`src/rtl/addroundkey_serial.sv`:
```
// ---------------------------------------------------------------------------
// addroundkey_serial
//   AES round-key addition stage, word-serial. A start captures the 128-bit
//   state and round key. The key is then XORed in one column per cycle over
//   four cycles, and the result is presented one cycle after the last column.
//   The block also keeps the AES round counter: it counts up for encrypt and
//   down for decrypt, and it flags the final round for the sequencer.
//
//   Ports
//     clk, rst_n        clock (rising edge), async active-low reset
//     data_in, key_in   128-bit state / round key, row-major byte packing:
//                       byte(r,c) = [127-32r-8c -: 8]
//     start_in          request; data_in/key_in/en_de sampled with it
//     en_de             1 = encrypt (count up), 0 = decrypt (count down)
//     round_rst_in      synchronous reload of the round counter
//     data_out          result state, held until the next completion
//     ready_out         one-cycle pulse when data_out is newly valid
//     busy_out          high while a transform is in flight
//     round_out         current round index
//     last_round_out    round_out is the final round for the direction
// ---------------------------------------------------------------------------

// One state column XOR one key column (four bytes, rows 0..3 MSB first).
module addroundkey_col (
    input  logic [31:0] st_col,
    input  logic [31:0] key_col,
    output logic [31:0] res_col
);
    assign res_col = st_col ^ key_col;
endmodule

module addroundkey_serial #(
    parameter int NUM_ROUNDS = 10,
    parameter int RND_W      = 4
) (
    input  logic               clk,
    input  logic               rst_n,
    input  logic [127:0]       data_in,
    input  logic [127:0]       key_in,
    input  logic               start_in,
    input  logic               en_de,
    input  logic               round_rst_in,
    output logic [127:0]       data_out,
    output logic               ready_out,
    output logic               busy_out,
    output logic [RND_W-1:0]   round_out,
    output logic               last_round_out
);
    localparam int                NUM_COLS = 4;
    localparam logic [RND_W-1:0]  LAST_RND = RND_W'(NUM_ROUNDS);

    // Low two bits of the COLx encodings are the column index.
    typedef enum logic [2:0] {
        IDLE = 3'b000,
        COL0 = 3'b100,
        COL1 = 3'b101,
        COL2 = 3'b110,
        COL3 = 3'b111
    } state_t;

    state_t       state;
    logic [127:0] st_q, key_q, work_q;
    logic         dir_q;
    // Set on the edge that leaves COL3. The outputs load one edge later, so
    // the start-to-ready latency is five edges and COL3's column is already
    // in work_q when it is copied out.
    logic         done_q;
    logic [1:0]   col_idx;

    logic [NUM_COLS-1:0][31:0] st_col, key_col, res_col;

    assign col_idx = state[1:0];

    // Per-column lanes. The columns are gathered out of the row-major packing.
    for (genvar c = 0; c < NUM_COLS; c++) begin : g_col
        for (genvar r = 0; r < 4; r++) begin : g_row
            assign st_col[c][8*(3-r) +: 8]  = st_q[127-32*r-8*c -: 8];
            assign key_col[c][8*(3-r) +: 8] = key_q[127-32*r-8*c -: 8];
        end
        addroundkey_col u_col (
            .st_col  (st_col[c]),
            .key_col (key_col[c]),
            .res_col (res_col[c])
        );
    end

    // Next round value. A reload wins over a coincident completion and takes
    // the live en_de. A completion uses the direction captured at start.
    logic [RND_W-1:0] round_nxt;
    logic             dir_nxt, last_nxt, round_upd;

    always_comb begin
        round_nxt = round_out;
        dir_nxt   = dir_q;
        round_upd = 1'b0;
        if (round_rst_in) begin
            round_upd = 1'b1;
            dir_nxt   = en_de;
            round_nxt = en_de ? '0 : LAST_RND;
        end else if (done_q) begin
            round_upd = 1'b1;
            if (dir_q)
                round_nxt = (round_out == LAST_RND) ? '0 : round_out + 1'b1;
            else
                round_nxt = (round_out == '0) ? LAST_RND : round_out - 1'b1;
        end
        last_nxt = dir_nxt ? (round_nxt == LAST_RND) : (round_nxt == '0);
    end

    always_ff @(posedge clk or negedge rst_n) begin
        if (!rst_n) begin
            state          <= IDLE;
            st_q           <= '0;
            key_q          <= '0;
            work_q         <= '0;
            dir_q          <= 1'b0;
            done_q         <= 1'b0;
            data_out       <= '0;
            ready_out      <= 1'b0;
            busy_out       <= 1'b0;
            round_out      <= '0;
            last_round_out <= 1'b0;
        end else begin
            ready_out <= 1'b0;
            done_q    <= 1'b0;

            case (state)
                IDLE: begin
                    // While done_q is pending the job is still busy, so a
                    // start in that cycle is ignored.
                    if (start_in && !done_q) begin
                        st_q     <= data_in;
                        key_q    <= key_in;
                        dir_q    <= en_de;
                        busy_out <= 1'b1;
                        state    <= COL0;
                    end
                end
                COL0, COL1, COL2, COL3: begin
                    for (int r = 0; r < 4; r++)
                        work_q[127-32*r-8*int'(col_idx) -: 8]
                            <= res_col[col_idx][8*(3-r) +: 8];
                    case (state)
                        COL0:    state <= COL1;
                        COL1:    state <= COL2;
                        COL2:    state <= COL3;
                        default: begin
                            state  <= IDLE;
                            done_q <= 1'b1;
                        end
                    endcase
                end
                default: state <= IDLE;
            endcase

            if (done_q) begin
                data_out  <= work_q;
                ready_out <= 1'b1;
                busy_out  <= 1'b0;
            end

            if (round_upd) begin
                round_out      <= round_nxt;
                last_round_out <= last_nxt;
            end
        end
    end
endmodule

```
`config.mk`:
```
export PLATFORM = sky130hd
export DESIGN_NAME = addroundkey_serial
export DESIGN_NICKNAME = d
export VERILOG_FILES = /design/src/rtl/addroundkey_serial.sv
export SDC_FILE = /design/constraint.sdc
export NUM_CORES = 1
export LEC_CHECK = 0
export CAP_MARGIN = 20
export CORE_MARGIN = 1
export CORE_UTILIZATION = 48
export CTS_CLUSTER_SIZE = 10
export DETAILED_ROUTE_END_ITERATION = 7
export PLACE_DENSITY = 0.77
export SYNTH_ARGS = -nofsm -noshare
export SYNTH_HDL_FRONTEND = slang
export SYNTH_SLANG_ARGS = --single-unit
```
`constraint.sdc`:
```
create_clock -name clk -period 1.6 [get_ports clk]
set_input_delay 0.24 -clock clk [delete_from_list [all_inputs] [get_ports clk]]
set_output_delay 0.24 -clock clk [all_outputs]
set_load 0.02 [all_outputs]
```
==> impl_results.md <==
* Final period utilization at 1.11
* Syn_area_per_cell at 14.0 um^2
* Mux cell area share after synthesis at 0.232
* Flop2flop setup slack at -0.17 ns
* Worst R2R Start: done_q$_DFF_PN0_
* Req. time, crit path at 2.09 ns
* Max-slew violation count at 0
* Vias in the first global route at between 15,000 and 20,000
* Sequential area share after synthesis at 0.590
* Final Wtd Congestion at approximately 0.81
* Post-synth ARST share at 1.00
* Critical path type: register to register
* Synth Register Bits at between 500 and 600
* P_sw at 23.8 mW
* Synth Instances at 1,585
* Area Overhead vs Synth at 40.9%
* Min-delay worst type: input pin to async pin
* Clock Skews at 0.0113 ns
* Total GRT Usage at 0.259
* # DRC at 0
* Worst Max-Slew Pin Slew at 0.429 ns
* Crit Path Max Fanout at 8
* Clock sinks at 524
* Detailed placement HPWL at 37,300 um
* Count leader, synth: dfrtp_1
* Switching Share at 0.362
* Die X at roughly 220 um
* CP Capture Type: register
* Total CTS buffers at 58
* Placed Area at around 27,000 um^2
* Top cells by area, synth: dfrtp_1 59%, mux2_4 15%, mux2_2 8.4%
* Setup violations, final at between 200 and 300
* Cell Int Power at 41.8 mW
* Initial Util at 0.488
* Synth area leader: dfrtp_1
* Wire per inst at 23.2 um
* RSZ-0062 raised after global routing: true
* Main combinational cell family by area after synthesis: multiplexers
* Worst Path Arrival at 2.27 ns
* Root Driver: clkbuf_16
* Number of synthesized flops with an enable pin at 0
* Largest net degree at the start of global routing at 70
* Top FF cell, synth: dfrtp_1
* Crit-path slowest cell: dfrtp_4
* Fmax at 564 MHz
* Nets@finish at 2,362
* H-tree levels at 2
* CTS tree: done
* Status: finished, violations left
* Clock share of power at 0.176
* Core ar. at 45,600 um^2
* Antenna violations before repair at 0
* Via count at 14,600
* Setup WS post-layout at -0.172 ns
* Max-cap violations at 0
* Register share of total power at 0.371
* FF-to-FF End: key_q[105]$_DFFE_PN0P_
* Drt pass-1 iters at 5
* Worst VDD drop at ~1.0 mV
* Crit path time final at 1.77 ns
* Synth Warn # at 0
* Max-Slew Margin vs Limit at 0.714
* Post-place setup slack at -0.226 ns
* Count of different cell masters after synthesis at 45
* Final ANT Viol Nets at 0
* Combinational power share at 0.454
* Rows at 78
* Antenna Diode Count at 0
* FF-to-FF path depth at 6
* CP Cell Sequence: nor2_4 > nand3_4 > buf_12 > buf_16 > buf_12 > mux2_4
* Mapped cell area at 22,200 um^2
* Fillers at roughly 3,100
* Worst skew pair latency at 0.62 ns
* Worst Setup Start Kind: register
* First DRT Iteration DRCs at slightly above 900
* Final hold vios at 0
* Share of cells above drive strength 1 at 0.396
* Chip height at 217 um
* Setup TNS at -28.33 ns
* Post-route design area at between 30,000 and 40,000 um^2
* Post-Synth Adder-Cell Area at 0.00225
* Synth top cells by count: 524 x dfrtp_1, 219 x mux2_4, 200 x nand2_1
* Fin Hold WS at between 0.08 and 0.09 ns
* Post-Synth Simple-Gate Area at 0.0678
* Xor and xnor area share after synthesis at 0.0504
* Global-route wire length before repair at 92,800 um
* Total grt overflow at 0
* Post-synth top area share at 0.590
* Failing checks: negative setup slack
* Top delay family on crit path: buffers and inverters
* Top-Level Pins at 396
* Vias per cell at 5.38
* Worst-path clk slew at about 0.06 ns
* DIE AREA at about 47,000 um^2
* CP bufs+invs at 3
* Final Util at 0.687
* Complex-gate fraction of the synthesized area at 0.0290
* Post-Syn Nets at 1,850
* PortBufs at 395
* Power density over cell area at roughly 2100 nW/um^2
* Worst stage delay on the critical path at 0.49 ns
* Wirelength, routed at 62,900 um
* Most common cell on crit path: buf_12
* Leak pwr at 15.0 nW
* FF/Latch Area at 13,100 um^2
* Area of the multi-input gates at 9400 um^2
* CTS max path bufs at 3
-- power groups by stage --
stage	combinational (mW)	clock, mW	sequential (mW)
final	29.8	11.5	24.3
after global routing	31.6	12.2	25.0
after CTS	26.9	11.7	23.9
after detailed placement	24.0	0	23.9
after global placement	23.3	0	23.6
after floorplan	14.4	0	24.4
-- layout by cell type (no fill, tap or decap), types with 22 or more instances in the layout --
master	instances
clkdlybuf4s15_2	39
nand2_1	99
mux2_2	166
clkbuf_16	71
mux2_4	219
clkdlybuf4s15_1	52
a21oi_1	22
xor2_1	96
clkdlybuf4s50_1	259
buf_4	39
nand4b_1	32
nand2_4	52
xnor2_1	32
nor2_1	36
buf_12	36
o21ai_2	45
nand2_2	48
dlygate4sd2_1	34
nand4_1	32
buf_16	26
dfrtp_1	516
-- stage by stage --
step | power [mW] | cells
after CTS | 62.5 | 2696
after global routing | 68.8 | 2706
after detailed placement | 47.9 | 2570
final | 65.6 | 2706
after global placement | 46.9 | 2570
after floorplan | 38.8 | 1585
-- what timing repair did --
| item | in CTS | in global routing |
|---|---|---|
| pin swaps | 32 | 117 |
| hold buffers | 1 | 0 |
| resized for setup | 423 | 268 |
| endpoints found under the setup margin | 422 | 415 |
| gates cloned | 28 | 15 |
| endpoints found under the hold margin | 365 | 0 |
| buffers inserted | 30 | 6 |
-- cell type report --
| class | instances | area share |
|---|---|---|
| clock buffers | 66 | 0.0476 |
| clock inverters | 3 | 0.00108 |
| inverters | 7 | 0.000919 |
| multi-input cells | 958 | 0.300 |
| flip-flops and latches | 524 | 0.419 |
| well taps | 600 | 0.0240 |
| repair buffers | 548 | 0.207 |
-- kinds of logic (layout without fill, tap and decap cells) --
| kind of cell | after synthesis | after routing |
|---|---|---|
| fa+ha+maj | 4 | 4 |
| xor+xnor | 128 | 128 |
| flops | 524 | 524 |
| simple gates | 319 | 320 |
| compound gates | 120 | 120 |
| buf+inv | 104 | 624 |
| mux | 386 | 386 |
-- metal layers --
layer / global-route usage / vias to the layer above / part of all wire
li1: - / 6457 / -
met1: 0.339 / 7561 / 0.42
met2: 0.430 / 440 / 0.50
met3: 0.0499 / 113 / 0.056
met4: 0.0927 / 0 / 0.029
met5: 0 / - / 0
-- worst max-delay path by stage --
stage,startpoint,to,slack (ns),cells after the start
5_1_grt,done_q$_DFF_PN0_,key_q[106]$_DFFE_PN0P_,-0.21,6
6_report,done_q$_DFF_PN0_,key_q[105]$_DFFE_PN0P_,-0.17,6
4_1_cts,state[0]$_DFFE_PN0P_,work_q[125]$_DFFE_PN0P_,-0.19,7
2_1_floorplan,round_out[1]$_DFFE_PN0P_,last_round_out$_DFFE_PN0P_,-0.09,7
3_5_place_dp,start_in,key_q[83]$_DFFE_PN0P_,-0.23,5
3_3_place_gp,start_in,st_q[90]$_DFFE_PN0P_,-0.21,5
-- flip-flops by register name, indices dropped and copies added (netlist names) --
| name | flops |
|---|---|
| busy_out | 1 |
| data_out | 128 |
| dir_q | 1 |
| done_q | 1 |
| key_q | 128 |
| last_round_out | 1 |
| ready_out | 1 |
| round_out | 4 |
| st_q | 128 |
| state | 3 |
| work_q | 128 |
Power figures use the tool's default switching activity.
==> RTL change 1, RTL diff (same settings) <==
Change the parameter `NUM_ROUNDS` from 10 to 5.
--- a/src/rtl/addroundkey_serial.sv
+++ b/src/rtl/addroundkey_serial.sv
@@ -30,7 +30,7 @@
 endmodule
 
 module addroundkey_serial #(
-    parameter int NUM_ROUNDS = 10,
+    parameter int NUM_ROUNDS = 5,
     parameter int RND_W      = 4
 ) (
     input  logic               clk,
Check against the original RTL: not settled (the Yosys comparison gave no result); the edit may change what the design does.
==> RTL change 1 against the unedited design <==
  * The flow still finishes with violations (negative setup slack)
  * Via count fell by 6.3%
  * Wire length fell by 8.9%
  * Maximum frequency fell by 2.8%
  * Synthesized area fell by 2.3%
  * Sequential cell count did not move
  * Power fell by 8.5%
  * Sequential share of layout area rose by 2.3 points
  * Global-route usage fell by 2.3 points
  * Clock skew fell by 0.0015 ns
  * Critical path type unchanged
  * Final area fell by 5.3%
  * Critical path depth did not move
  * Setup slack got worse by 0.050 ns
==> RTL change 1: results (changes against the unedited design) <==
* Wire length of the first global-routing pass: 84,830 um (-8.6%)
- The number of DRC markers after the initial detailed-route iteration is 872 (-5.7%).
* Final layout net count: 2,270 (-3.9%)
- The sequential cell area share was 0.4424 (+0.02325).
* Insertion delay of the later-clocked pin in the worst-skew pair: 0.60 ns (-0.02 ns)
- The total area of multi-input combinational cells is 8388 um2 (-11%).
* Critical path peak fanout: 5 (-3)
- Outcome: finished with violations
* Final standard cell area without fillers: 29,670 um2 (-5.3%)
- The number of clock buffers inserted by TritonCTS was 59 (+1.7%).
- The commonest cells after synthesis are sky130_fd_sc_hd__dfrtp_1 (524), sky130_fd_sc_hd__mux2_4 (182), sky130_fd_sc_hd__nand2_1 (164).
* Non-clock buffering overhead in the final layout: 0.1953 (-0.01205)
* Leak: 14.36 nW (-4.1%)
- The count of endpoints failing setup in the final report was 253 (-12%).
* WL per Instance: 21.95 um (-5.5%)
- The placed wire-length estimate came to 34,940 um (-6.3%).
* Fill count: 3,021 (-0.95%)
* Top cells by area in the synthesized netlist: sky130_fd_sc_hd__dfrtp_1 (60%), sky130_fd_sc_hd__mux2_4 (13%), sky130_fd_sc_hd__mux2_2 (6.6%)
- Fin Setup TNS: -13.21 ns (+15.12 ns)
- The mean instance size in the synthesized netlist is 14.37 um2 (+2.4%).
- The slowest stage of the critical path is the sky130_fd_sc_hd__dfrtp_2 cell.
- Instance area at placement: 26,830 um2 (-2.0%)
- The vias per cell was 5.227 (-2.9%).
- Violated checks: negative setup slack
- The final-layout clock buffer total came to 71 (+7.6%).
- The last weighted congestion value of the routability-driven placer was 0.8429 (+4.0%).
* Maximum number of pins on one net before global-route repair: 95 (+36%)
* Length of the first detailed-routing pass in iterations: 5 (unchanged)
* Worst Path Arrival: 2.31 ns (+0.04 ns)
- The aggregate global-route resource usage came to 0.2364 (-0.02270).
- Cells after DPL: 2,493 (-3.0%)
* Share of cells above drive strength 1: 0.3081 (-0.08841)
* Crit. Startpoint: round_out[0]$_DFFE_PN0P_
- Worst Clk Skew: 0.009831 ns (-0.001496 ns)
- The slew at the pin closest to its max-slew limit was 0.5238 ns (+0.09518 ns).
- The critical path ends at last_round_out$_DFFE_PN0P_.
- The count of cell types in the netlist was 41 (-8.9%).
- The total wire length came to 57,320 um (-8.9%).
- The sequential fraction of the synthesis area came to 0.6039 (+0.01417).
* Non-clock inverter count in the final layout: 8 (+1)
* Vias in the first global route: 14,750 (-5.5%)
- Comb_multi_in: 892 (-6.9%)
- Internal: 39.90 mW (-4.6%)
- Non-clock buffer total of the final layout: 521 (-4.9%)
- The clock tree cell share of total cell area was 0.05347 (+0.004791).
- Setup slack after placement: -0.2302 ns (-0.004606 ns)
- The setup slack after layout came to -0.2224 ns (-0.05022 ns).
- Maximum single-stage delay on the critical path: 0.45 ns (-0.04 ns)
- In this design, the largest share of critical-path delay is due to multiplexers.
- PnR Total Power: 60.06 mW (-8.5%)
- Layout Utilization: 0.6680 (-0.01939)
* Mapped Nets: 1,775 (-4.1%)
==> RTL change 1: cell types whose count changed after synthesis, moves of 4 or more <==
cell | unedited run | this run
sky130_fd_sc_hd__nand2_1 | 200 | 164
sky130_fd_sc_hd__mux2_4 | 219 | 182
sky130_fd_sc_hd__mux2_1 | 0 | 76
sky130_fd_sc_hd__mux2_2 | 166 | 128
sky130_fd_sc_hd__buf_4 | 1 | 5
sky130_fd_sc_hd__xnor2_1 | 32 | 65
sky130_fd_sc_hd__buf_2 | 34 | 27
sky130_fd_sc_hd__xor2_1 | 96 | 64
sky130_fd_sc_hd__nor2_1 | 38 | 46
sky130_fd_sc_hd__o21ai_1 | 28 | 3
sky130_fd_sc_hd__buf_6 | 26 | 20
sky130_fd_sc_hd__o21ai_0 | 42 | 35
==> RTL change 1: per-layer routing <==
layer / track usage / wire length, um / vias up
li1: - / - / 6173
met1: 0.3035 / 24220 / 6957
met2: 0.3854 / 27670 / 420
met3: 0.06099 / 3698 / 99
met4: 0.08833 / 1731 / 0
met5: 0 / 0 / -
==> RTL change 1: cells by family (layout without fill, tap and decap cells) <==
| logic type | Yosys count | count (layout) | share of synthesized area |
|---|---|---|---|
| adders and majority gates | 3 | 3 | 0.001729 |
| AOI/OAI and AO/OA | 82 | 82 | 0.02046 |
| xor gates and xnor gates | 129 | 129 | 0.05203 |
| muxes | 390 | 390 | 0.2335 |
| and+or+nand+nor | 288 | 288 | 0.06264 |
| buffers and inverters | 95 | 603 | 0.02576 |
| DFF | 524 | 524 | 0.6039 |
==> RTL change 1: repair_timing <==
action                                  CTS  global route
cloned                                   10            20
hold buffers                              1             0
pin swaps                                 2             2
resized for setup                       239           130
endpoints found under the setup margin  230           373
buffers inserted                          5             9
hold endpoints to repair                362             0
==> RTL change 2, RTL diff (same settings) <==
Made on the original files. Register the input `key_in` before use, without a reset. The logic sees it one clock later. The other inputs are not delayed to match.
--- a/src/rtl/addroundkey_serial.sv
+++ b/src/rtl/addroundkey_serial.sv
@@ -57,6 +57,12 @@
         COL2 = 3'b110,
         COL3 = 3'b111
     } state_t;
+
+    logic [127:0] key_r;
+
+    always_ff @(posedge clk) begin
+        key_r <= key_in;
+    end
 
     state_t       state;
     logic [127:0] st_q, key_q, work_q;
@@ -130,7 +136,7 @@
                     // start in that cycle is ignored.
                     if (start_in && !done_q) begin
                         st_q     <= data_in;
-                        key_q    <= key_in;
+                        key_q    <= key_r;
                         dir_q    <= en_de;
                         busy_out <= 1'b1;
                         state    <= COL0;
Function: not settled (the Yosys comparison gave no result); the edit may change what the design does.
==> RTL change 2 against the unedited design <==
  * The flow still finishes with violations (negative setup slack)
  * Synthesized cell count is 7.9% higher
  * Sequential share of layout area is 7.5 points higher
  * Wire length is 8.6% lower
  * Combinational power is 28% lower
  * Synthesized area is 7.1% higher
  * Clock skew is 0.0075 ns higher
  * Power is 2.5% lower
  * Via count is 1.7% higher
  * Count of clock-buffer cells in the layout is 68 higher
  * Final area is 1.4% higher
  * Sequential cell count is 128 higher
  * Cell count is 8.0% higher
  * Setup slack better by 0.053 ns
  * Largest cell class unchanged
==> RTL change 2: results (changes against the unedited design) <==
- The placed cell area was 29,160 um2 (+6.5%).
- Outcome: finished with violations
- Switching part of the total power: 0.3303 (-0.03213)
- The share of synthesized registers carrying an async set or reset came to 0.8037 (-0.1963).
- The xor and xnor fraction of the mapped netlist area came to 0.04746 (-0.002958).
- The number of global-route vias before repair is 16,170 (+3.6%).
- The number of DRC markers after the initial detailed-route iteration was 843 (-8.9%).
- Worst Clk Skew: 0.01880 ns (+0.007476 ns)
- Clock group: 15.3 mW (+33%)
- The highest net fanout along the worst path came to 5 (-3).
- The adder and majority gate portion of the synthesized area was 0.002102 (-0.0001485).
- On the critical path, the stage with the largest delay is an instance of sky130_fd_sc_hd__or4_4.
- The aggregate negative setup slack is -7.461 ns (+20.87 ns).
- Violated checks: negative setup slack
* Relative max-transition margin: 0.6790 (-0.03523)
- Worst Setup Slack, final: -0.1190 ns (+0.05317 ns)
- The met2 usage came to 0.3761 (-0.05392).
- Share of cells above drive strength 1: 0.2770 (-0.1194)
- Post-synthesis cell type count: 38 (-16%)
- The arrival time at the worst endpoint came to 2.23 ns (-0.04 ns).
* Final layout net count: 2,462 (+4.2%)
- Routed met2 length: 28,360 um (-9.5%)
- In this design, the largest share of critical-path delay is due to simple AND/OR/NAND/NOR gates.
* Final setup vio count: 167 (-42%)
- The share of the synthesized area in compound gates (AO/OA/AOI/OAI) is 0.02717 (-0.001863).
* Peak supply drop: 0.001151 V (+10%)
- The buffers inserted during post-CTS setup optimization was 4 (-87%).
* Worst Reg-to-Reg Cells: 8 (+2)
- Yosys attributes the largest share of cell area to sky130_fd_sc_hd__dfrtp_1 (55%), sky130_fd_sc_hd__mux2_2 (18%), sky130_fd_sc_hd__dfxtp_1 (11%).
- Metal-1 WL: 23,700 um (-9.5%)
- Total wire length after detailed routing: 57,470 um (-8.6%)
- Leak: 14.50 nW (-3.2%)
- The number of clock buffers inserted by TritonCTS was 75 (+29%).
- The placed wire-length estimate came to 37,890 um (+1.6%).
- Seq power: 27.1 mW (+12%)
* Cells after DPL: 2,757 (+7.3%)
* CTS resizes: 199 (-53%)
- The met3 routing resource usage after global routing came to 0.06845 (+0.01856).
- The met1 track utilization from global routing was 0.2740 (-0.06456).
* Mapped Nets: 1,975 (+6.8%)
* Setup slack after placement: -0.1443 ns (+0.08124 ns)
- Top post-synthesis cells by count: sky130_fd_sc_hd__dfrtp_1 (524), sky130_fd_sc_hd__mux2_2 (385), sky130_fd_sc_hd__nand2_1 (197)
- Total length of routed met3 wires: 3773 um (+6.9%)
- DR top layer: met5
-- RTL change 2: worst max-delay path by stage --
stage / endpoint / slack, ns / cells past startpoint / start
2_1_floorplan: last_round_out$_DFFE_PN0P_ / -0.07 / 7 / round_out[0]$_DFFE_PN0P_
3_3_place_gp: st_q[27]$_DFFE_PN0P_ / -0.11 / 5 / start_in
3_5_place_dp: st_q[68]$_DFFE_PN0P_ / -0.14 / 5 / start_in
4_1_cts: round_out[1] / -0.06 / 3 / round_out[1]$_DFFE_PN0P_
5_1_grt: last_round_out$_DFFE_PN0P_ / -0.26 / 8 / round_out[0]$_DFFE_PN0P_
6_report: last_round_out$_DFFE_PN0P_ / -0.12 / 8 / round_out[0]$_DFFE_PN0P_
-- RTL change 2: area by class of cell --
class,count,area (um2)
clock buffer,134,2151
antenna,2,5.005
inverter,5,23.77
multi-input combinational,958,7750
fill,3577,17180
clock inverter,2,17.52
tap,664,830.8
timing repair buffer,505,5309
sequential,652,15690
